[src/rtl/rcv_timer_pkg.sv]
// Shared types and constants for the receive frame-timing controller.
package rcv_timer_pkg;

    typedef enum logic [2:0] {
        ST_IDLE  = 3'd0,
        ST_START = 3'd1,
        ST_DATA  = 3'd2,
        ST_STOP  = 3'd3,
        ST_DONE  = 3'd4
    } rcv_timer_state_t;

    localparam int MIN_CLKS_PER_BIT = 2;

endpackage

[src/rtl/rcv_timer_if.sv]
// Signal bundle between the start-edge detector / receive FSM side and the frame-timing controller.
interface rcv_timer_if #(
    parameter int CNT_W     = 4,
    parameter int DATA_BITS = 8
);
    localparam int IDX_W = $clog2(DATA_BITS + 1);

    logic             start_bit_detected;
    logic             serial_in;
    logic [CNT_W-1:0] clks_per_bit;
    logic             abort;
    logic             shift_strobe;
    logic             stop_strobe;
    logic [IDX_W-1:0] bit_index;
    logic             frame_busy;
    logic             frame_done;
    logic             framing_err;
    logic             start_err;

    modport master (
        output start_bit_detected, serial_in, clks_per_bit, abort,
        input  shift_strobe, stop_strobe, bit_index, frame_busy,
               frame_done, framing_err, start_err
    );

    modport slave (
        input  start_bit_detected, serial_in, clks_per_bit, abort,
        output shift_strobe, stop_strobe, bit_index, frame_busy,
               frame_done, framing_err, start_err
    );

endinterface

[src/rtl/rcv_tick_counter.sv]
// Up-counter with synchronous clear and wrap back to CLEAR_VAL once it has reached rollover_val.
module rcv_tick_counter #(
    parameter int           W         = 4,
    parameter logic [W-1:0] CLEAR_VAL = '0
) (
    input  logic         clk,
    input  logic         rst,
    input  logic         clear,
    input  logic         count_enable,
    input  logic [W-1:0] rollover_val,
    output logic [W-1:0] count_out,
    output logic         at_rollover
);

    logic [W-1:0] count_q, count_d;

    assign at_rollover = (count_q == rollover_val);
    assign count_out   = count_q;

    always_comb begin
        count_d = count_q;
        if (clear) begin
            count_d = CLEAR_VAL;
        end else if (count_enable) begin
            count_d = at_rollover ? CLEAR_VAL : count_q + W'(1);
        end
    end

    always_ff @(posedge clk) begin
        if (rst) begin
            count_q <= '0;
        end else begin
            count_q <= count_d;
        end
    end

endmodule

[src/rtl/rcv_timer_ctrl.sv]
// Frame-timing controller: sequences start/data/stop bit periods and emits mid-bit sample strobes.
module rcv_timer_ctrl
    import rcv_timer_pkg::*;
#(
    parameter int CNT_W     = 4,
    parameter int DATA_BITS = 8
) (
    input  logic        clk,
    input  logic        rst,
    rcv_timer_if.slave  bus
);

    localparam int               IDX_W    = $clog2(DATA_BITS + 1);
    localparam logic [IDX_W-1:0] LAST_BIT = IDX_W'(DATA_BITS - 1);
    localparam logic [IDX_W-1:0] ALL_BITS = IDX_W'(DATA_BITS);
    localparam logic [CNT_W-1:0] MIN_P    = CNT_W'(MIN_CLKS_PER_BIT);

    rcv_timer_state_t state_q, state_d;
    logic [CNT_W-1:0] period_q, period_d;
    logic [CNT_W-1:0] half_q, half_d;
    logic             framing_err_q, framing_err_d;
    logic             start_err_q, start_err_d;

    logic [CNT_W-1:0] tickCount;
    logic             tickAtPeriod;
    logic             tickClear, tickEnable;
    logic [IDX_W-1:0] bitCount;
    logic             bitsFull;
    logic             bitClear;
    logic             shiftStrobe;

    assign tickEnable  = (state_q == ST_START) || (state_q == ST_DATA) || (state_q == ST_STOP);
    assign shiftStrobe = (state_q == ST_DATA) && tickAtPeriod && !bitsFull;

    rcv_tick_counter #(.W(CNT_W), .CLEAR_VAL(CNT_W'(1))) u_tick (
        .clk          (clk),
        .rst          (rst),
        .clear        (tickClear),
        .count_enable (tickEnable),
        .rollover_val (period_q),
        .count_out    (tickCount),
        .at_rollover  (tickAtPeriod)
    );

    // Bit counter never wraps: its rollover value is only reached once every data bit is in.
    rcv_tick_counter #(.W(IDX_W), .CLEAR_VAL('0)) u_bits (
        .clk          (clk),
        .rst          (rst),
        .clear        (bitClear),
        .count_enable (shiftStrobe),
        .rollover_val (ALL_BITS),
        .count_out    (bitCount),
        .at_rollover  (bitsFull)
    );

    always_comb begin
        state_d       = state_q;
        period_d      = period_q;
        half_d        = half_q;
        framing_err_d = framing_err_q;
        start_err_d   = 1'b0;
        tickClear     = 1'b0;
        bitClear      = 1'b0;

        case (state_q)
            ST_IDLE: begin
                if (bus.start_bit_detected) begin
                    period_d  = (bus.clks_per_bit < MIN_P) ? MIN_P : bus.clks_per_bit;
                    half_d    = period_d >> 1;
                    tickClear = 1'b1;
                    bitClear  = 1'b1;
                    state_d   = ST_START;
                end
            end
            ST_START: begin
                if (tickCount == half_q) begin
                    if (!bus.serial_in) begin
                        tickClear = 1'b1;
                        state_d   = ST_DATA;
                    end else begin
                        start_err_d = 1'b1;
                        state_d     = ST_IDLE;
                    end
                end
            end
            ST_DATA: begin
                if (shiftStrobe && (bitCount == LAST_BIT)) begin
                    state_d = ST_STOP;
                end
            end
            ST_STOP: begin
                if (tickAtPeriod) begin
                    framing_err_d = ~bus.serial_in;
                    state_d       = ST_DONE;
                end
            end
            ST_DONE: begin
                bitClear = 1'b1;
                state_d  = ST_IDLE;
            end
            default: begin
                bitClear = 1'b1;
                state_d  = ST_IDLE;
            end
        endcase

        // Abort wins over everything except reset and never produces a start error.
        if (bus.abort && (state_q != ST_IDLE)) begin
            state_d       = ST_IDLE;
            bitClear      = 1'b1;
            start_err_d   = 1'b0;
            framing_err_d = framing_err_q;
        end
    end

    always_ff @(posedge clk) begin
        if (rst) begin
            state_q       <= ST_IDLE;
            period_q      <= MIN_P;
            half_q        <= MIN_P >> 1;
            framing_err_q <= 1'b0;
            start_err_q   <= 1'b0;
        end else begin
            state_q       <= state_d;
            period_q      <= period_d;
            half_q        <= half_d;
            framing_err_q <= framing_err_d;
            start_err_q   <= start_err_d;
        end
    end

    assign bus.shift_strobe = shiftStrobe;
    assign bus.stop_strobe  = (state_q == ST_STOP) && tickAtPeriod;
    assign bus.bit_index    = bitCount;
    assign bus.frame_busy   = tickEnable;
    assign bus.frame_done   = (state_q == ST_DONE);
    assign bus.framing_err  = (state_q == ST_DONE) && framing_err_q;
    assign bus.start_err    = start_err_q;

endmodule

[src/flat_wrapper.sv]
// flat-port wrapper written by rule: the top's interface ports become plain ports
module rcv_timer_ctrl_flat import rcv_timer_pkg::*;
#(
    parameter int CNT_W     = 4,
    parameter int DATA_BITS = 8
)
  (clk, rst, bus_start_bit_detected, bus_serial_in, bus_clks_per_bit, bus_abort, bus_shift_strobe, bus_stop_strobe, bus_bit_index, bus_frame_busy, bus_frame_done, bus_framing_err, bus_start_err);
  rcv_timer_if #(.CNT_W(CNT_W), .DATA_BITS(DATA_BITS)) bus_i ();
  input  logic clk;
  input  logic rst;
  input wire logic [$bits(bus_i.start_bit_detected)-1:0] bus_start_bit_detected;
  input wire logic [$bits(bus_i.serial_in)-1:0] bus_serial_in;
  input wire logic [$bits(bus_i.clks_per_bit)-1:0] bus_clks_per_bit;
  input wire logic [$bits(bus_i.abort)-1:0] bus_abort;
  output wire logic [$bits(bus_i.shift_strobe)-1:0] bus_shift_strobe;
  output wire logic [$bits(bus_i.stop_strobe)-1:0] bus_stop_strobe;
  output wire logic [$bits(bus_i.bit_index)-1:0] bus_bit_index;
  output wire logic [$bits(bus_i.frame_busy)-1:0] bus_frame_busy;
  output wire logic [$bits(bus_i.frame_done)-1:0] bus_frame_done;
  output wire logic [$bits(bus_i.framing_err)-1:0] bus_framing_err;
  output wire logic [$bits(bus_i.start_err)-1:0] bus_start_err;
  assign bus_i.start_bit_detected = bus_start_bit_detected;
  assign bus_i.serial_in = bus_serial_in;
  assign bus_i.clks_per_bit = bus_clks_per_bit;
  assign bus_i.abort = bus_abort;
  assign bus_shift_strobe = bus_i.shift_strobe;
  assign bus_stop_strobe = bus_i.stop_strobe;
  assign bus_bit_index = bus_i.bit_index;
  assign bus_frame_busy = bus_i.frame_busy;
  assign bus_frame_done = bus_i.frame_done;
  assign bus_framing_err = bus_i.framing_err;
  assign bus_start_err = bus_i.start_err;
  rcv_timer_ctrl #(.CNT_W(CNT_W), .DATA_BITS(DATA_BITS)) u_core (.clk(clk), .rst(rst), .bus(bus_i));
endmodule
[config.mk]
export PLATFORM = sky130hd
export DESIGN_NAME = rcv_timer_ctrl_flat
export DESIGN_NICKNAME = d
export VERILOG_FILES = /design/src/rtl/rcv_timer_pkg.sv /design/src/rtl/rcv_timer_if.sv /design/src/rtl/rcv_tick_counter.sv /design/src/rtl/rcv_timer_ctrl.sv /design/src/flat_wrapper.sv
export SDC_FILE = /design/constraint.sdc
export NUM_CORES = 1
export LEC_CHECK = 0
export ABC_AREA = 1
export BUFFER_PORTS_ARGS = -buffer_cell sky130_fd_sc_hd__buf_2
export CORE_MARGIN = 2
export CORE_UTILIZATION = 48
export CTS_CLUSTER_DIAMETER = 40
export DETAILED_ROUTE_END_ITERATION = 8
export PLACE_DENSITY = 0.82
export SLEW_MARGIN = 20
export SYNTH_ARGS = -nofsm -noshare
export SYNTH_HDL_FRONTEND = slang
export SYNTH_SLANG_ARGS = --single-unit
[constraint.sdc]
create_clock -name clk -period 1.3 [get_ports clk]
set_clock_uncertainty 0.1 [all_clocks]
set_input_delay 0.26 -clock clk [delete_from_list [all_inputs] [get_ports clk]]
set_output_delay 0.26 -clock clk [all_outputs]
set_load 0.01 [all_outputs]
==> results of run 1 <==
logic make-up after synthesis:
| group | Yosys count | share of synthesized area |
|---|---|---|
| AO/OA/AOI/OAI | 20 | 0.1184 |
| flip-flops | 17 | 0.3285 |
| adder cells (fa/ha/maj) | 3 | 0.03624 |
| buffers and inverters | 23 | 0.09058 |
| XOR/XNOR | 7 | 0.05918 |
| AND/OR/NAND/NOR | 80 | 0.3672 |
final timing paths:
kind,from,endpoint,slack (ns)
max,u_core.u_tick.count_out[3],bus_shift_strobe,-0.51
min,rst,u_core.u_tick.count_out[0],0.09
min reg2reg,u_core.framing_err_q,u_core.framing_err_q,0.43
max reg2reg,u_core.u_tick.count_out[2],u_core.u_tick.count_out[3],-0.45
per-layer routing:
layer	global-route usage	wire length, µm	share of wire	vias up
met3	0.04464	449	0.094	42
met2	0.5526	2258	0.47	122
li1	-	-	-	606
met4	0.1216	316	0.066	0
met5	0	0	0	-
met1	0.3333	1766	0.37	693
metrics by stage:
| step | utilization | area (µm²) |
|---|---|---|
| 6_report | 0.8806 | 1763 |
| 5_1_grt | 0.8806 | 1763 |
| 4_1_cts | 0.7850 | 1572 |
| 3_5_place_dp | 0.6775 | 1356 |
| 3_3_place_gp | 0.6775 | 1356 |
| 2_1_floorplan | - | 1049 |
synth_stat cells, types with 2 or more instances:
master                    count  area share
sky130_fd_sc_hd__nand2_1     31        0.11
sky130_fd_sc_hd__nor2_1      21       0.076
sky130_fd_sc_hd__dfxtp_1     17        0.33
sky130_fd_sc_hd__inv_1       16       0.058
sky130_fd_sc_hd__nand3_1     10       0.048
sky130_fd_sc_hd__a21oi_1      5       0.024
sky130_fd_sc_hd__inv_2        5       0.018
sky130_fd_sc_hd__nor3_1       5       0.024
sky130_fd_sc_hd__xor2_1       5       0.042
sky130_fd_sc_hd__a31oi_1      4       0.024
sky130_fd_sc_hd__nor2_2       4       0.024
sky130_fd_sc_hd__o21ai_0      4       0.019
sky130_fd_sc_hd__ha_1         3       0.036
sky130_fd_sc_hd__nand4_1      2       0.012
sky130_fd_sc_hd__nor3_2       2       0.019
sky130_fd_sc_hd__xnor2_1      2       0.017
power by group through the flow:
stage                     registers [mW]  clock network (mW)  logic, mW
after detailed placement           0.730                   0       1.30
after CTS                          0.755               0.295       1.67
after global routing               0.796               0.340       2.38
after floorplan                    0.717                   0      0.812
final                              0.790               0.316       2.27
after global placement             0.720                   0       1.26
registers in the layout, summed over array words and instances (netlist names):
register                 count
u_core.u_bits.count_out      4
u_core.half_q                1
u_core.period_q              3
u_core.bus.start_err         1
u_core.framing_err_q         1
u_core.state_q               3
u_core.u_tick.count_out      4
what timing repair did:
| item | 4_1_cts | 5_1_grt |
|---|---|---|
| setup buffers | 11 | 5 |
| pin swaps | 6 | 10 |
| hold buffers | 0 | 0 |
| resized for setup | 36 | 54 |
| endpoints found under the setup margin | 17 | 24 |
critical path, cell delays in order (launching register included):
cell and delay (ns):
sky130_fd_sc_hd__dfxtp_2 0.37, sky130_fd_sc_hd__xor2_1 0.19, sky130_fd_sc_hd__nor2_2 0.15, sky130_fd_sc_hd__nand2_4 0.11, sky130_fd_sc_hd__nor3_4 0.15, sky130_fd_sc_hd__buf_2 0.16
area by class of cell:
| class | instances | area (µm²) |
|---|---|---|
| Clock buffer | 4 | 26.28 |
| Timing Repair Buffer | 58 | 442.9 |
| Sequential cell | 17 | 371.6 |
| Inverter | 22 | 95.09 |
| Tap cell | 27 | 33.78 |
| Multi-Input combinational cell | 110 | 793.3 |
| Fill cell | 78 | 239.0 |
layout by cell type (no fill, tap or decap), types with 5 or more instances in the layout:
master / count
sky130_fd_sc_hd__buf_2: 15
sky130_fd_sc_hd__buf_4: 31
sky130_fd_sc_hd__buf_6: 12
sky130_fd_sc_hd__dfxtp_2: 7
sky130_fd_sc_hd__dfxtp_4: 6
sky130_fd_sc_hd__inv_1: 8
sky130_fd_sc_hd__inv_2: 9
sky130_fd_sc_hd__inv_4: 5
sky130_fd_sc_hd__nand2_1: 21
sky130_fd_sc_hd__nand2_2: 7
sky130_fd_sc_hd__nand2_4: 5
sky130_fd_sc_hd__nand3_1: 7
sky130_fd_sc_hd__nor2_1: 13
sky130_fd_sc_hd__nor2_2: 8
sky130_fd_sc_hd__nor2_4: 5
==> results.txt, run 1 <==
- STA classifies the critical path endpoint as a primary output.
- Setup violations remaining at the end of the flow were counted as 25.
* Run status: finished, violations left
* Combinational Power Share: 0.672
- Clock Sink Count: 17
* CTS buffer count: 3
* PortBufs: 18
- After layout, the design draws a total of approximately 3.4 mW.
* Total number of yosys warnings: 0
- The worst setup path is launched from a register.
- The die is 50.46 µm tall.
* Worst endpoint required time: approximately 0.94 ns
- The share of total power dissipated in sequential elements is 0.234.
- The total area inside the core boundary comes to approximately 2000 µm².
- From left edge to right edge, the die measures 50.46 µm.
- Detail-routed net length per standard cell: between 20 and 25 µm
- Effective utilization at floorplan: 0.5175
- Die Footprint: 2546 µm²
* Worst r2r path cells: 9
- The pre-antenna-repair detailed-routing pass consisted of 5 iterations.
- Clock-pin slew was measured on the worst setup and hold paths at around 0.11 ns.
- For this design the top-level I/O count stands at 19.
- Averaged over all synthesized cells, the footprint is roughly 7 µm².
- Gate count after technology mapping: 150
* # DRC: 0
* Post-Synthesis Net Count: 162
- Detailed placement HPWL: 2172 µm
* Final-report hold violation count: 0
- Total congestion overflow after global routing: 0
* Path type of the worst min-delay path: in -> reg
- Entering global routing, the biggest net connects 10 pins.
- Counting flops and latches in the post-synthesis netlist gives 17.
- Of the total power, the share spent switching nets is 0.4762.
- Headroom to the max-slew limit came out at 0.7862.
- The first global-routing pass estimated between 5000 and 6000 µm of wire.
* Final Instance Count excl. Fillers: around 240
* Worst-Skew Late Latency: ~0.32 ns
- In this run, synthesis inferred 0 flip-flops with an integrated enable.
* Placed Cells incl. Taps: 220
- The longest clock path from root to sink contains 2 buffers.
- TritonCTS built the clock tree.
- Max-capacitance violation count: 0
- Arrival @ worst endpoint: around 1.5 ns
- The mapped netlist covers 1036 µm².
* Via count of the first global-routing pass: approximately 1300
- Violated checks: negative setup slack
- Area added between synthesis and finish: 70.17%
- The final count of pins violating max slew is 0.
- The share of the Yosys chip area taken by registers is 0.3285.
* GRT Total Usage: 0.2969
* Diode insertion count for antenna repair: 0
- Internal Power: ~1.8 mW
- The routed design could run at a clock period as short as about 1.8 ns.
- Leakage power: 0.8043 nW
- The number of antenna violations at the first check in global routing is 0.
- Once routing completed, OpenROAD measured the worst setup slack at -0.5059 ns.
- F_max: between 500 and 600 MHz
- In the final layout, the share of cells above drive strength 1 is 0.6303.
- The final layout contains roughly 220 nets.
* Overall routed net length: ~4800 µm
- Instance count along the most critical hold path: 2
- Dividing the final minimum period by the clock period gives 1.389.
- CTS root buf: sky130_fd_sc_hd__clkbuf_4
- Sum Neg Setup Slack: -5.922 ns
- Worst slew pin tran: about 0.32 ns
* Worst ir drop on vdd: about 1.8 mV
* Ratio of routed vias to standard cells: 6.147
* CP Class: reg -> out
* Power Density: 1912 nW/µm²
* Overall via count from detail_route: about 1500
* Worst setup slack before clock tree synthesis: -0.1704 ns
- The number of different library cells used by synthesis comes to 30.
- The congestion estimate from routability-driven global placement came to between 0.9 and 1.
- FP Rows: 16
- Number of H-tree levels: 1
- Counting flops with an async set or reset pin after synthesis yields a share of 0.
* Worst hold slack across all endpoints: about 0.089 ns
* Power spent charging and discharging nets: roughly 1.6 mW
- Setup repair after global routing could not meet its margin everywhere.
- For this run, the leading register cell type out of synthesis is sky130_fd_sc_hd__dfxtp_1.
* Part of the total power dissipated in the clock network: 0.094
- The first routing iteration left between 90 and 100 violations.
* Post-detailed-route count of antenna-violating nets: 0
- Maximum fanout along the worst path: 4
Note: power is estimated with default switching activity, not from simulation.
==> inputs of run 2 (changes only) <==
- CORE_UTILIZATION: 48 -> 51
- CTS_BUF_LIST: unset -> sky130_fd_sc_hd__clkbuf_4 sky130_fd_sc_hd__clkbuf_8
- PLACE_DENSITY: 0.82 -> 0.86
==> run 2 against run 1 <==
The flow still finishes with violations (negative setup slack); setup slack got worse by 0.18 ns; maximum frequency shrank 9.3%; count of clock-buffer cells in the layout did not move; critical path depth is 5 higher; final area rose by 4.2%; total power grew 14%; largest power group unchanged.
==> results.txt, run 2 (synthesized netlist as in run 1, its figures left out) <==
- Number of H-tree levels: 1 (unchanged)
* Total congestion overflow after global routing: 0 (unchanged)
- CP max stage delay: 0.34 ns (-0.03 ns)
- CTS buffer count: 3 (unchanged)
* Final Instance Count excl. Fillers: 248 (+4.2%)
* Effective utilization at floorplan: 0.5335 (+0.01601)
- Summed area of non-filler cells in the final layout: 1837 µm² (+4.2%)
* Most Frequent Cell on Critical Path: sky130_fd_sc_hd__nand2_1
- The worst setup path is captured at a register.
* CTS tree: yes
- Fraction of layout instances using a drive strength above 1: 0.6742 (+0.04388)
* Worst ir drop on vdd: 1.990 mV (+9.4%)
* Die Y-Extent: 49.07 µm (-2.7%)
- The number of DRC markers after the initial detailed-route iteration is 120 (+21%).
- Path type of the worst min-delay path: in -> reg
- Clock Sink Count: 17 (unchanged)
- Global-route wire length before repair: 6603 µm (+16%)
- Total Nets Final: 234 (+4.5%)
- Most common cell after layout, fill and taps aside: sky130_fd_sc_hd__buf_4
* Boundary pin count: 19 (unchanged)
- The average detailed-routed wire length per instance is 23.77 µm (+18%).
- Share of the cycle needed by the critical path after routing: 1.531 (+0.1423)
* Die Footprint: 2408 µm² (-5.4%)
* GRT Total Usage: 0.3608 (+0.06395)
- The via-per-instance ratio was 6.419 (+4.4%).
- Run status: finished, violations left
- Worst-Skew Late Latency: 0.30 ns (-0.02 ns)
- Clock tree synthesis selected as its root buffer the cell sky130_fd_sc_hd__clkbuf_4.
- Largest net degree at the start of global routing: 10 (unchanged)
* PortBufs: 18 (unchanged)
- The highest clock rate came to 502.3 MHz (-9.3%).
- Area added between synthesis and finish: 77.29%
* Overall via count from detail_route: 1592 (+8.8%)
- The required time of the critical path is 1.40 ns (+0.46 ns).
- Final-report setup violation count: 21 (-16%)
- Max-capacitance violation count: 0 (unchanged)
* Arrival @ worst endpoint: 2.09 ns (+0.64 ns)
* Maximum fanout along the worst path: 3 (-1)
* Power Density: 2085 nW/µm² (+9.0%)
- Number of buffers added to fix hold violations after cts: 0 (unchanged)
- The library cells used most frequently in the layout, excluding fill and tap cells, are 36 x sky130_fd_sc_hd__buf_4, 17 x sky130_fd_sc_hd__buf_6, 16 x sky130_fd_sc_hd__nand2_1.
- Count of pins over their slew limit: 0 (unchanged)
- CP Class: reg -> reg
* Post-detailed-route count of antenna-violating nets: 0 (unchanged)
* Series of cell instances along the critical path: buf_6 -> buf_6 -> xnor2_1 -> nand2_1 -> nor2_2 -> nand4_1 -> nand2_1 -> nand2_1 -> nor2_1 -> nor2_1
- The number of antenna violations at the first check in global routing came to 0 (unchanged).
* Final Critical Period: 1.991 ns (+0.1850 ns)
- STA classifies the critical path startpoint as a register.
- The number of buffers on the longest clock path was 2 (unchanged).
* First-pass iteration count of the detailed router: 6 (+1)
* FP Rows: 16 (unchanged)
- The DRC violations left is 0 (unchanged).
- The global placer's final weighted congestion is 0.9412 (+4.3%).
* Core region area: 1942 µm² (-3.0%)
- Via count of the first global-routing pass: 1441 (+14%)
* Die X-Extent: 49.07 µm (-2.7%)
- The post-detailed-placement half-perimeter wirelength came to 2219 µm (+2.2%).
* Placed Cells incl. Taps: 222 (+0.91%)
- Fin worst setup slack: -0.6909 ns (-0.1850 ns)
- The standard cell area after detailed placement came to 1371 µm² (+1.1%).
- The reported leakage power came to 0.8566 nW (+6.5%).
* Clock-pin slew on the worst setup and hold paths: 0.10 ns (about the same)
- RSZ-0062 raised after global routing: yes
- Overall routed net length: 5894 µm (+23%)
* Diode insertion count for antenna repair: 0 (unchanged)
- The checks that failed: negative setup slack.
- The slew at the pin with the worst max-slew slack was 0.3302 ns (+0.01195 ns).
* Cell type of the slowest stage on the worst timing path: sky130_fd_sc_hd__dfxtp_2
- The remaining max-slew budget at the tightest pin was 0.7789 (-0.007364).
- The count of endpoints failing hold in the final timing report was 0 (unchanged).
==> run 2: final cells by class <==
type | count | area [µm²]
inverters | 22 | 87.58
multi-input cells | 110 | 775.7
clock buffers | 4 | 30.03
fillers | 60 | 105.1
repair buffers | 68 | 536.8
well taps | 27 | 33.78
flip-flops and latches | 17 | 372.9
==> run 2: critical path, delay by kind of cell, from the launching register on <==
family,cells,cell delay (ns)
buffers and inverters,2,0.22
XOR/XNOR,1,0.22
flip-flops,1,0.34
AND/OR/NAND/NOR,7,1.01
==> run 2: repair_timing <==
action / in CTS / in global routing
gates resized for setup: 39 / 52
endpoints found under the setup margin: 16 / 25
pin swaps: 9 / 16
setup buffers: 14 / 12
endpoints found under the hold margin: 0 / 0
==> run 2: report_power, final <==
part | leakage [nW] | total (mW) | switching (mW) | internal, mW
Clock | 0.0184 | 0.322 | 0.181 | 0.141
Combinational | 0.692 | 2.71 | 1.49 | 1.22
Sequential | 0.146 | 0.799 | 0.146 | 0.653
Total | 0.857 | 3.83 | 1.81 | 2.02
==> run 2: metrics by stage <==
stage / hold WS (ns) / setup TNS (ns) / setup WS [ns] / power (mW) / utilization
4_1_cts: 0.08233 / -3.608 / -0.4013 / 2.871 / 0.8293
5_1_grt: 0.07804 / -8.872 / -0.7077 / 3.939 / 0.9459
3_5_place_dp: 0.3609 / -1.771 / -0.2656 / 2.126 / 0.7062
3_3_place_gp: 0.3479 / -1.026 / -0.1817 / 2.047 / 0.7062
6_report: 0.1301 / -7.266 / -0.6909 / 3.830 / 0.9459
2_1_floorplan: 0.2294 / -0.3435 / -0.1031 / 1.529 / -
==> run 2: routing by layer <==
layer  wire (µm)  up-vias  share of wire  track usage
met5           0        -              0            0
met4         619        0           0.11       0.2190
met3         718       74           0.12      0.07362
met2        2673      184           0.45       0.6419
met1        1883      708           0.32       0.3873
li1            -      626              -            -
==> run 2: final timing paths <==
| path | startpoint | to | slack, ns | depth (start not counted) |
|---|---|---|---|---|
| hold / removal | rst | u_core.u_tick.count_out[1] | 0.13 | 2 |
| hold reg to reg | u_core.u_bits.count_out[3] | u_core.u_bits.count_out[3] | 0.44 | 2 |
| setup / recovery | u_core.period_q[2] | u_core.state_q[0] | -0.69 | 10 |
| setup reg to reg | u_core.period_q[2] | u_core.state_q[0] | -0.69 | 10 |
==> inputs of run 3 (changes only) <==
- CORE_UTILIZATION: 51 -> 50
- PLACE_DENSITY: 0.86 -> 0.85
==> run 3 against run 2 <==
The run now fails in global routing; area after synthesis is the same; synthesized cell count is the same.
==> results.txt, run 3 <==
- The total number of yosys warnings was 0 (unchanged).
* Sequential cell area fraction in the yosys report: 0.3285 (unchanged)
* Proportion of netlist area held by the largest area contributor: 0.3285 (unchanged)
- The standard cell area after detailed placement was 1371 µm² (unchanged).
- Run status: stopped before the end
- The synthesized instance count is 150 (unchanged).
* Number of H-tree levels: 1 (unchanged)
* Number of buffers added to fix hold violations after cts: 0 (unchanged)
- The number of enable-type register cells in the synthesized netlist was 0 (unchanged).
- Gpl congestion: 0.8491 (-9.8%)
* Endpoint pin with the least setup slack after global-route repair: bus_shift_strobe
* First Err: [ERROR DPL-0038] Utilization greater than 100%, impossible to legalize
* Die X-Extent: 49.52 µm (+0.92%)
- CTS root buf: sky130_fd_sc_hd__clkbuf_4
- The post-synthesis async set-or-reset flop share was 0 (unchanged).
* Post-Synthesis Net Count: 162 (unchanged)
- For this run, the leading register cell type out of synthesis is sky130_fd_sc_hd__dfxtp_1.
- Last stage reached: global routing
- The post-synthesis sequential element count came to 17 (unchanged).
* FP Rows: 16 (unchanged)
- The number of sinks driven by the clock tree was 17 (unchanged).
- CTS buffer count: 3 (unchanged)
* Synthesized area divided by synthesized cell count: 6.907 µm² (unchanged)
- Detailed placement HPWL: 2279 µm (+2.7%)
* Most numerous cell types in the synthesized netlist: 31 x sky130_fd_sc_hd__nand2_1, 21 x sky130_fd_sc_hd__nor2_1, 17 x sky130_fd_sc_hd__dfxtp_1
* PortBufs: 18 (unchanged)
- The starting density of the core is 0.5281 (-0.005444).
- The largest total area in the synthesized netlist belongs to sky130_fd_sc_hd__dfxtp_1.
- The distinct cell type count after synthesis is 30 (unchanged).
- Entering global routing, the biggest net connects 10 pins.
- Worst-path endpoint category: primary output
- Ranking of synthesized cells by area: sky130_fd_sc_hd__dfxtp_1 33%, sky130_fd_sc_hd__nand2_1 11%, sky130_fd_sc_hd__nor2_1 7.6%
- Die Y-Extent: 49.52 µm (+0.92%)
- Boundary pin count: 19 (unchanged)
- Among all cell types in the netlist, the one instantiated most often is sky130_fd_sc_hd__nand2_1.
- Clock Path Buffers: 2 (unchanged)
- Cell area after synthesis: 1036 µm² (unchanged)
## run 3: cell counts after synthesis
No cell type changed its count.
## run 3: kinds of logic after synthesis
| family | after synthesis | synth area share |
|---|---|---|
| adder cells (fa/ha/maj) | 3 | 0.03624 |
| flip-flops | 17 | 0.3285 |
| AO/OA/AOI/OAI | 20 | 0.1184 |
| AND/OR/NAND/NOR | 80 | 0.3672 |
| buffers and inverters | 23 | 0.09058 |
| XOR/XNOR | 7 | 0.05918 |
## run 3: stage by stage
| step | utilization | setup TNS [ns] | setup slack, ns | instances |
|---|---|---|---|---|
| 3_5_place_dp | 0.6990 | -2.102 | -0.2535 | 222 |
| 4_1_cts | 0.8871 | -3.788 | -0.3814 | 245 |
| 3_3_place_gp | 0.6990 | -1.033 | -0.1683 | 222 |
| 2_1_floorplan | - | -0.3435 | -0.1031 | 150 |
## run 3: repair_timing
action	in CTS
setup endpoints to repair	17
gates resized for setup	65
buffers inserted	30
pin swaps	22
gates cloned	0
==> inputs of run 4 (changes only) <==
- CORE_AREA: unset -> 2 2 63 65
- CORE_MARGIN: 2 -> unset
- CORE_UTILIZATION: 50 -> unset
- CTS_BUF_LIST: sky130_fd_sc_hd__clkbuf_4 sky130_fd_sc_hd__clkbuf_8 -> unset
- CTS_CLUSTER_DIAMETER: 40 -> unset
- DIE_AREA: unset -> 0 0 65 67
- PLACE_DENSITY: 0.85 -> unset
- PLACE_DENSITY_LB_ADDON: unset -> 0.15
- clock period: 1.3 -> 1.7 ns (I/O delays scaled with it)
==> run 4 against run 3 <==
The flow now finishes, with violations (negative setup slack).
==> results.txt, run 4 (synthesized netlist as in run 1, its figures left out) <==
- The flow ran to the end, but the final reports show violations.
* Violated checks: negative setup slack
- Total chip power: between 1.5 and 2 mW
- After layout, the worst setup slack is -0.05127 ns.
- The number of buffers on the longest clock path is 2 (unchanged).
- Overall routed net length: between 2000 and 3000 µm
- In this design, the largest share of critical-path delay is due to flip-flops.
* Summed area of non-filler cells in the final layout: ~1400 µm²
* Die Y-Extent: 67 µm (+35%)
- Final Critical Period: between 1.5 and 2 ns
- Type of element launching the critical path: register
- Setup repair after global routing could not meet its margin everywhere.
- Arrival @ worst endpoint: 1.31 ns
* CP Class: reg -> out
* Detailed placement HPWL: 2003 µm (-12%)
- Area added between synthesis and finish: 31.76%
- Together, buffers and inverters on the worst path number 1.
* Worst endpoint required time: 1.26 ns
- Worst ir drop on vdd: between 0.4 and 0.5 mV
* Cell type of the slowest stage on the worst timing path: sky130_fd_sc_hd__dfxtp_4
* Most common cell after layout, fill and taps aside: sky130_fd_sc_hd__nand2_1
- The standard cell area after detailed placement was 1212 µm² (-12%).
* Clock Sink Count: 17 (unchanged)
- Detail-routed net length per standard cell: between 10 and 15 µm
- Clock-pin slew on the worst setup and hold paths: approximately 0.070 ns
- Traced cell by cell, the critical path runs through xor2_2 -> nor2_2 -> nand2_4 -> nor3_4 -> buf_2.
* CP max stage delay: around 0.37 ns
- CTS tree: yes
- Across all register-to-register paths, the minimum setup slack is 0.17 ns.
- The site row count is 22 (+6).
- The count of endpoints failing hold in the final timing report came to 0.
- Drt initial violations: 58
- The later pin in the worst-skew pair is clocked with a latency of approximately 0.25 ns.
- After floorplanning, the core was sized to cover roughly 3600 µm².
* Combined area of the multi-input logic cells: approximately 640 µm²
- F_max: ~570 MHz
* CTS root buf: sky130_fd_sc_hd__clkbuf_8
- Across the run, the number of max-cap violations was 0.
- Number of H-tree levels: 1 (unchanged)
- In the routed design, unresolved DRC markers number 0.
- The final count of pins violating max slew came to 0.
- Reg-to-reg startpoint: u_core.u_tick.count_out[3]
- Final-report setup violation count: 2
* Die Footprint: ~4400 µm²
- For the final routed database, the setup TNS stands at -0.08312 ns.
* Path type of the worst min-delay path: in -> reg
- Worst r2r path cells: 10
- Fraction of layout instances using a drive strength above 1: 0.3516
- Summed over all cells, the static leakage comes to about 0.63 nW.
- The CTS buffer count is 3 (unchanged).
- Measured on the finished design, the core utilization comes to 0.3786.
* Fill cell instance count of the final layout: between 300 and 400
- Total Nets Final: 195
* First-pass iteration count of the detailed router: 4
* Power Density: approximately 1300 nW/µm²
* Via count of the first global-routing pass: roughly 1100
- Ratio of routed vias to standard cells: about 4.5
- The count of hold-fix buffers inserted at cts came to 0 (unchanged).
* Share of the cycle needed by the critical path after routing: 1.030
* Worst max-slew margin expressed relative to the limit: 0.8220
- Largest net degree at the start of global routing: 10
- The startpoint identified for the worst hold timing path is rst.
- Counting instances, the worst hold path has a depth of 2.
* Effective utilization at floorplan: 0.2873 (-0.2408)
- At the pin with the least slew margin, the transition time is approximately 0.26 ns.
- Maximum fanout along the worst path: 5
- Global-route wire length before repair: 4657 µm
- Across all hold checks on the routed design, the worst slack comes to between 0.2 and 0.25 ns.
* Gpl congestion: 0.8894 (+4.7%)
- For this run the aggregate overflow at the end of global routing stands at 0.
- In the layout the commonest cells are 29 x sky130_fd_sc_hd__nand2_1, 20 x sky130_fd_sc_hd__nor2_1, 17 x sky130_fd_sc_hd__buf_2.
* Sequential cell area: about 360 µm²
- In the global route stage, overall resource usage came out at 0.1350.
- The repair_antennas step left the layout with diodes totalling 0.
- Die X-Extent: 65 µm (+31%)
- The worst hold path terminates at u_core.u_tick.count_out[0].
- Post-detailed-route count of antenna-violating nets: 0
* Antenna violations before repair: 0
- The number of I/O pins was 19 (unchanged).
- Reg-to-reg endpoint: u_core.state_q[0]
- Overall via count from detail_route: approximately 1000
* PortBufs: 18 (unchanged)
- STA classifies the critical path endpoint as a primary output.
## run 4: worst max path at each step
stage / start / cells past startpoint / end / slack (ns)
CTS: u_core.u_tick.count_out[3] / 5 / bus_shift_strobe / -0.05
floorplan: u_core.u_bits.count_out[0] / 5 / bus_shift_strobe / 0.17
global route: u_core.period_q[1] / 7 / bus_shift_strobe / -0.10
finish: u_core.half_q[2] / 5 / bus_shift_strobe / -0.05
global placement: u_core.u_tick.count_out[2] / 5 / bus_stop_strobe / 0.13
detailed placement: u_core.u_tick.count_out[2] / 5 / bus_stop_strobe / 0.12
## run 4: layout make-up
type	count	area share
multi-input combinational	110	0.4665
sequential	17	0.2631
timing repair buffer	29	0.1311
inverter	22	0.06233
tap	48	0.04400
clock buffer	4	0.03300
## run 4: through the flow
stage | setup WS [ns] | std cells
floorplan | 0.1690 | 150
global placement | 0.1326 | 220
detailed placement | 0.1187 | 220
CTS | -0.04689 | 227
global route | -0.1042 | 230
finish | -0.05127 | 230
## run 4: where the power goes
group,switching (mW),internal [mW]
clock network,0.143,0.166
registers,0.0995,0.483
logic,0.572,0.329
total,0.814,0.979
## run 4: layer usage
layer | track usage | part of all wire
met2 | 0.2332 | 0.49
met4 | 0.04255 | 0.010
met3 | 0.02703 | 0.044
met1 | 0.1679 | 0.45
met5 | 0 | 0
## run 4: timing repair
action	CTS	global route
endpoints found under the setup margin	2	4
buffers inserted	3	3
resized for setup	16	8
pin swaps	1	4
